`config.mk`:
```
export PLATFORM = sky130hd
export DESIGN_NAME = uart_tx_arbiter_flat
export DESIGN_NICKNAME = d
export VERILOG_FILES = /design/src/rtl/uart_tx_arbiter_if.sv /design/src/rtl/uart_tx_arbiter.sv /design/src/flat_wrapper.sv
export SDC_FILE = /design/constraint.sdc
export NUM_CORES = 1
export LEC_CHECK = 0
export CAP_MARGIN = 20
export CORE_MARGIN = 3
export CORE_UTILIZATION = 30
export CTS_CLUSTER_DIAMETER = 40
export CTS_CLUSTER_SIZE = 28
export DETAILED_ROUTE_END_ITERATION = 7
export PLACE_DENSITY = 0.65
export SLEW_MARGIN = 20
export SYNTH_ARGS = -nofsm -noshare
export SYNTH_HDL_FRONTEND = slang
export SYNTH_SLANG_ARGS = --single-unit
```
`constraint.sdc`:
```
create_clock -name clk -period 2.1 [get_ports clk]
set_clock_uncertainty 0.1 [all_clocks]
set_input_delay 0.42 -clock clk [delete_from_list [all_inputs] [get_ports clk]]
set_output_delay 0.42 -clock clk [all_outputs]
set_load 0.005 [all_outputs]
```
`src/rtl/uart_tx_arbiter_if.sv`:
```
// uart_tx_arbiter_if: bundle of requester-side and transmitter-side signals
// around the UART transmit arbiter.
//   master : arbiter view (drives req_ready, uart_data, uart_send, grant_id, busy)
//   slave  : environment view (drives req_valid, req_data, req_last, uart_ready)
interface uart_tx_arbiter_if #(
  parameter int NUM_REQ = 4
);
  localparam int GW = (NUM_REQ > 1) ? $clog2(NUM_REQ) : 1;

  logic [NUM_REQ-1:0]   req_valid;
  logic [8*NUM_REQ-1:0] req_data;
  logic [NUM_REQ-1:0]   req_last;
  logic [NUM_REQ-1:0]   req_ready;
  logic [7:0]           uart_data;
  logic                 uart_send;
  logic                 uart_ready;
  logic [GW-1:0]        grant_id;
  logic                 busy;

  modport master (
    input  req_valid, req_data, req_last, uart_ready,
    output req_ready, uart_data, uart_send, grant_id, busy
  );

  modport slave (
    output req_valid, req_data, req_last, uart_ready,
    input  req_ready, uart_data, uart_send, grant_id, busy
  );
endinterface

```
`src/rtl/uart_tx_arbiter.sv`:
```
// uart_tx_arbiter: round-robin sharing of one byte-wide UART transmitter between
// NUM_REQ byte-stream requesters, with packet lock until a byte flagged last or
// until the owner stalls for LOCK_TIMEOUT cycles (0 = never time out).
// Ports: clk, rst (async, active-high), bus (uart_tx_arbiter_if.master):
//   req_valid/req_data/req_last in, req_ready out (1-cycle accept pulse),
//   uart_data/uart_send out, uart_ready in, grant_id/busy out. All outputs registered.
// Option: define ARB_PREFIX_EN to precede every packet granted from IDLE with a
//   tag byte 0x30+grant_id (no req_ready pulse for the tag).
module uart_tx_arbiter #(
  parameter int NUM_REQ      = 4,
  parameter int LOCK_TIMEOUT = 100000
) (
  input logic               clk,
  input logic               rst,
  uart_tx_arbiter_if.master bus
);

  localparam int GW = (NUM_REQ > 1) ? $clog2(NUM_REQ) : 1;
  localparam int CW = (LOCK_TIMEOUT > 1) ? $clog2(LOCK_TIMEOUT) : 1;

`ifdef ARB_PREFIX_EN
  typedef enum logic [2:0] {IDLE, SEND, WAIT_BUSY, WAIT_DONE, HOLD, PREFIX} state_t;
`else
  typedef enum logic [2:0] {IDLE, SEND, WAIT_BUSY, WAIT_DONE, HOLD} state_t;
`endif

  state_t             state;
  logic [GW-1:0]      ptr;
  logic [GW-1:0]      grant_q;
  logic               lock_q;
  logic [CW-1:0]      cnt;
  logic [NUM_REQ-1:0] ready_q;
  logic [7:0]         data_q;
  logic               send_q;
  logic               busy_q;
`ifdef ARB_PREFIX_EN
  logic               tag_pend;  // tag byte is on the wire, data byte still owed
`endif

  // First valid requester at or after ptr, wrapping. Scanning from the far end
  // lets the closest match overwrite, so no early exit is needed.
  logic [GW-1:0] pick;
  logic          any_valid;
  always_comb begin
    pick = '0;
    for (int k = NUM_REQ - 1; k >= 0; k--) begin
      logic [GW-1:0] idx;
      idx = GW'((int'(ptr) + k) % NUM_REQ);
      if (bus.req_valid[idx]) pick = idx;
    end
  end
  assign any_valid = |bus.req_valid;

`ifndef ARB_PREFIX_EN
  logic [7:0] pick_data;
  logic       pick_last;
  assign pick_data = bus.req_data[8*pick +: 8];
  assign pick_last = bus.req_last[pick];
`endif

  // Byte of the current owner, used when continuing a locked packet.
  logic [7:0]    gnt_data;
  logic          gnt_last;
  logic [GW-1:0] next_ptr;
  assign gnt_data = bus.req_data[8*grant_q +: 8];
  assign gnt_last = bus.req_last[grant_q];
  assign next_ptr = (grant_q == GW'(NUM_REQ - 1)) ? '0 : grant_q + 1'b1;

  always_ff @(posedge clk or posedge rst) begin
    if (rst) begin
      state    <= IDLE;
      ptr      <= '0;
      grant_q  <= '0;
      lock_q   <= 1'b0;
      cnt      <= '0;
      ready_q  <= '0;
      data_q   <= '0;
      send_q   <= 1'b0;
      busy_q   <= 1'b0;
`ifdef ARB_PREFIX_EN
      tag_pend <= 1'b0;
`endif
    end else begin
      // send and accept are single-cycle strobes
      ready_q <= '0;
      send_q  <= 1'b0;
      case (state)
        IDLE: begin
          if (bus.uart_ready && any_valid) begin
            grant_q <= pick;
            busy_q  <= 1'b1;
            send_q  <= 1'b1;
`ifdef ARB_PREFIX_EN
            data_q   <= 8'h30 + 8'(pick);
            tag_pend <= 1'b1;
            state    <= PREFIX;
`else
            data_q        <= pick_data;
            ready_q[pick] <= 1'b1;
            lock_q        <= ~pick_last;
            state         <= SEND;
`endif
          end
        end
        SEND: state <= WAIT_BUSY;
`ifdef ARB_PREFIX_EN
        PREFIX: state <= WAIT_BUSY;
`endif
        WAIT_BUSY: begin
          if (!bus.uart_ready) state <= WAIT_DONE;
        end
        WAIT_DONE: begin
          if (bus.uart_ready) begin
`ifdef ARB_PREFIX_EN
            // Tag done: the owner's first byte goes out without re-arbitrating;
            // it has been holding that byte since it was granted.
            if (tag_pend) begin
              tag_pend         <= 1'b0;
              data_q           <= gnt_data;
              send_q           <= 1'b1;
              ready_q[grant_q] <= 1'b1;
              lock_q           <= ~gnt_last;
              state            <= SEND;
            end else
`endif
            if (lock_q) begin
              cnt   <= '0;
              state <= HOLD;
            end else begin
              busy_q <= 1'b0;
              ptr    <= next_ptr;
              state  <= IDLE;
            end
          end
        end
        HOLD: begin
          if (bus.req_valid[grant_q]) begin
            // A valid owner is not stalling, so the timeout does not advance.
            if (bus.uart_ready) begin
              data_q           <= gnt_data;
              send_q           <= 1'b1;
              ready_q[grant_q] <= 1'b1;
              lock_q           <= ~gnt_last;
              state            <= SEND;
            end
          end else if (LOCK_TIMEOUT != 0 && cnt == CW'(LOCK_TIMEOUT - 1)) begin
            lock_q <= 1'b0;
            busy_q <= 1'b0;
            ptr    <= next_ptr;
            state  <= IDLE;
          end else begin
            cnt <= cnt + 1'b1;
          end
        end
        default: state <= IDLE;
      endcase
    end
  end

  assign bus.req_ready = ready_q;
  assign bus.uart_data = data_q;
  assign bus.uart_send = send_q;
  assign bus.grant_id  = grant_q;
  assign bus.busy      = busy_q;

endmodule
```
`src/flat_wrapper.sv`:
```
// flat-port wrapper written by rule: the top's interface ports become plain ports
module uart_tx_arbiter_flat 
#(
  parameter int NUM_REQ      = 4,
  parameter int LOCK_TIMEOUT = 100000
)
  (clk, rst, bus_req_valid, bus_req_data, bus_req_last, bus_uart_ready, bus_req_ready, bus_uart_data, bus_uart_send, bus_grant_id, bus_busy);
  uart_tx_arbiter_if #(.NUM_REQ(NUM_REQ)) bus_i ();
  input logic clk;
  input logic rst;
  input wire logic [$bits(bus_i.req_valid)-1:0] bus_req_valid;
  input wire logic [$bits(bus_i.req_data)-1:0] bus_req_data;
  input wire logic [$bits(bus_i.req_last)-1:0] bus_req_last;
  input wire logic [$bits(bus_i.uart_ready)-1:0] bus_uart_ready;
  output wire logic [$bits(bus_i.req_ready)-1:0] bus_req_ready;
  output wire logic [$bits(bus_i.uart_data)-1:0] bus_uart_data;
  output wire logic [$bits(bus_i.uart_send)-1:0] bus_uart_send;
  output wire logic [$bits(bus_i.grant_id)-1:0] bus_grant_id;
  output wire logic [$bits(bus_i.busy)-1:0] bus_busy;
  assign bus_i.req_valid = bus_req_valid;
  assign bus_i.req_data = bus_req_data;
  assign bus_i.req_last = bus_req_last;
  assign bus_i.uart_ready = bus_uart_ready;
  assign bus_req_ready = bus_i.req_ready;
  assign bus_uart_data = bus_i.uart_data;
  assign bus_uart_send = bus_i.uart_send;
  assign bus_grant_id = bus_i.grant_id;
  assign bus_busy = bus_i.busy;
  uart_tx_arbiter #(.NUM_REQ(NUM_REQ), .LOCK_TIMEOUT(LOCK_TIMEOUT)) u_core (.clk(clk), .rst(rst), .bus(bus_i));
endmodule
```
==> impl_metrics.tcl <==
set metrics [dict create \
    cap_violations 0 \
    peakVddDrop_uv 456 \
    finalCritPeriodShare_pct 101 \
    via_count 2620 \
    min_path_type "in2async" \
    finalInstanceArea_um2 4150 \
    drc_errors 0 \
    htreeDepth 2 \
    finalHoldViolCount 0 \
    critPathArrivalTime_ns 2.23 \
    ys.flop_type "dfrtp_1" \
    grt_pass1_vias 2607 \
    status "finished with violations" \
    num_antenna_cells 0 \
    worst_slack_ns -0.0134 \
    ios 59 \
    cts_tree "built" \
    grt_pass1_wl_mm 12.5 \
    cp-start-kind "flip-flop" \
    place.gp.congestion 0.817 \
    grt_use_total_pct 16.1 \
    grt-ovfl-total 0 \
    fill_cells 723 \
    dieWidth_um 97.5 \
    multi_input_area_um2 1650 \
    setup_viol 3 \
    yosysUniqueCellTypes 53 \
    ys_ff_latch 39 \
    grt_max_degree 40 \
    cts_made_buffers 5 \
    drt-pass1-iter-count 4 \
    synthMuxAreaShare_pct 8.92 \
    ant_nets 0 \
    place_ws_ns -0.580 \
    antenna_found_initial 0 \
    end_kind "flip-flop" \
    synth_seq_area_share_pct 38.9 \
    start_util_pct 31.7 \
    placed_cells 483 \
    root_buffer "clkbuf_8" \
    fin_crit_ns 2.11 \
    setup_tns_ns -0.0307 \
    port_buffers 58 \
    synth-xor-area-share_pct 0 \
    avgSynthCellArea_um2 9.44 \
    wl_per_cell_um 15.9 \
    failed_checks "setup timing" \
    clk_latency_ns 0.30 \
    syn_nets 314 \
    viasPerCell 5.25 \
    crit_type "reg2reg" \
    row_count 32 \
    path_clk_slew_ns 0.08 \
    place_hpwl_mm 5.84 \
    fp.dieArea_um2 9500 \
    seq_area_um2 980 \
    yosys_warnings 0 \
    synth_cells 266 \
    rsz0062_at_grt "true" \
    wirelength_mm 7.93 \
    core_um2 7930 \
    drive_above_1_share_pct 35.8 \
    maxSlewViolCount 0 \
    clockBufferDepth 2 \
    fin_cells 499 \
    tightest_slew_ns 0.522 \
    synth_top_family_by_area "compound AO/OA/AOI/OAI gates" \
    nets 444 \
    place_area_um2 3710 \
    synthAdderAreaFrac_pct 2.49 \
    powerDensity_nw_per_um2 872 \
    area_growth_syn_to_layout_pct 65.2 \
    die-height_um 97.5 \
    async_reset_ff_share_pct 100 \
    leakage_uw 0.00177 \
    clock-sinks 39 \
    relSlewSlack_pct 65.2 \
    worstPathMaxFanout 7 \
    required_ns 2.22 \
    synth_edf_count 0 \
    yosys.area_share.simple_pct 21.2 \
    drt_iter0_drc 132 \
    fmax_mhz 473 \
    synthesis.area_um2 2510 \
    synth_compound_area_share_pct 23.3 \
]
==> worst paths after layout <==
check	cells after the start	slack (ns)	end	start
hold reg to reg	2	0.45	u_core.cnt[16]	u_core.cnt[16]
max in group asynchronous	3	1.07	u_core.bus.grant_id[1]	rst
setup reg to reg	5	-0.01	u_core.cnt[13]	u_core.bus.grant_id[1]
hold / removal	3	0.45	u_core.bus.uart_data[0]	rst
setup / recovery	5	-0.01	u_core.cnt[13]	u_core.bus.grant_id[1]
min in group clk	2	0.45	u_core.cnt[16]	u_core.cnt[16]
==> sequential cells by signal, summed over array words and instances (netlist names) <==
register and flops:
u_core.bus.uart_data 8, u_core.state 3, u_core.bus.grant_id 2, u_core.ptr 2, u_core.bus.uart_send 1, u_core.lock_q 1, u_core.bus.busy 1, u_core.cnt 17
u_core.bus.req_ready 4
==> repair_timing <==
action,CTS,global route
pin swaps,5,14
buffers inserted,3,5
hold buffers,0,0
gates resized for setup,21,43
endpoints found under the setup margin,24,28
==> worst max-delay path: stages (launching register included) <==
cell	delay, ns
dfrtp_2	0.39
mux4_2	0.52
and2_4	0.22
buf_12	0.14
or4_4	0.51
a21oi_2	0.15
==> cells by family (layout without fill, tap and decap cells) <==
kind of cell | Yosys count | after routing
AO/OA/AOI/OAI | 77 | 77
adder cells (fa/ha/maj) | 5 | 5
buffers and inverters | 28 | 159
flip-flops | 39 | 39
multiplexers | 18 | 18
AND/OR/NAND/NOR | 99 | 99
==> layer usage <==
layer,vias up,part of all wire [%],GRT usage [%]
li1,1271,-,-
met1,1288,45,21.0
met2,51,51,26.9
met3,10,3.2,3.59
met4,0,1.4,4.26
met5,-,0,0
==> synth_stat cells, drive strengths merged (3+ instances only) <==
library cell / instances / area [um2]
mux4: 3 / 71.3
ha: 5 / 62.6
a21oi: 14 / 81.3
buf: 5 / 40.0
nand2: 24 / 90.1
nor2: 20 / 77.6
a211oi: 8 / 90.1
dfrtp: 39 / 976
and2: 4 / 30.0
nor3: 6 / 30.0
o21ai: 14 / 70.1
clkbuf: 6 / 22.5
a311oi: 8 / 70.1
inv: 17 / 66.3
nand3: 9 / 45.0
nand2b: 4 / 25.0
and3: 5 / 31.3
o31ai: 8 / 60.1
or3: 4 / 25.0
nand4: 5 / 31.3
mux2i: 13 / 130
or4: 7 / 52.6
a2111oi: 8 / 70.1
==> layout make-up <==
cell class | instances | share of cell area, %
multi-input cells | 199 | 39.9
repair buffers | 134 | 29.0
flip-flops and latches | 39 | 23.6
well taps | 102 | 3.08
clock buffers | 6 | 1.99
inverters | 17 | 1.60
clock inverters | 2 | 0.845
==> report_power, final <==
group	total [uW]	internal [uW]	switching (uW)
logic	1870	1010	858
clock network	669	385	284
registers	1070	939	136
total	3620	2340	1280
==> through the flow <==
stage / hold WS, ns / power (uW) / utilization [%]
finish: 0.446 / 3620 / 52.3
detailed placement: 0.432 / 2770 / 46.9
CTS: 0.443 / 3500 / 49.4
floorplan: 0.396 / 1870 / -
global route: 0.476 / 3830 / 52.3
global placement: 0.426 / 2720 / 46.9
==> placed cells by master, fill, tap and decap left out, drive strengths merged, types with 3 or more instances in the layout <==
master         synthesis  routed
clkbuf                 6       6
and3                   5       5
and2                   4       4
nand3                  9       9
mux2i                 13      13
mux4                   3       3
nand2b                 4       4
or3                    4       4
o21ai                 14      14
a211oi                 8       8
buf                    5      76
nand2                 24      24
dfrtp                 39      39
inv                   17      17
ha                     5       5
nand4                  5       5
a2111oi                8       8
or4                    7       7
clkdlybuf4s50          0      53
a21oi                 14      14
nor3                   6       6
o31ai                  8       8
a311oi                 8       8
dlygate4sd2            0       4
nor2                  20      20
(Power assumes the default switching activity.)
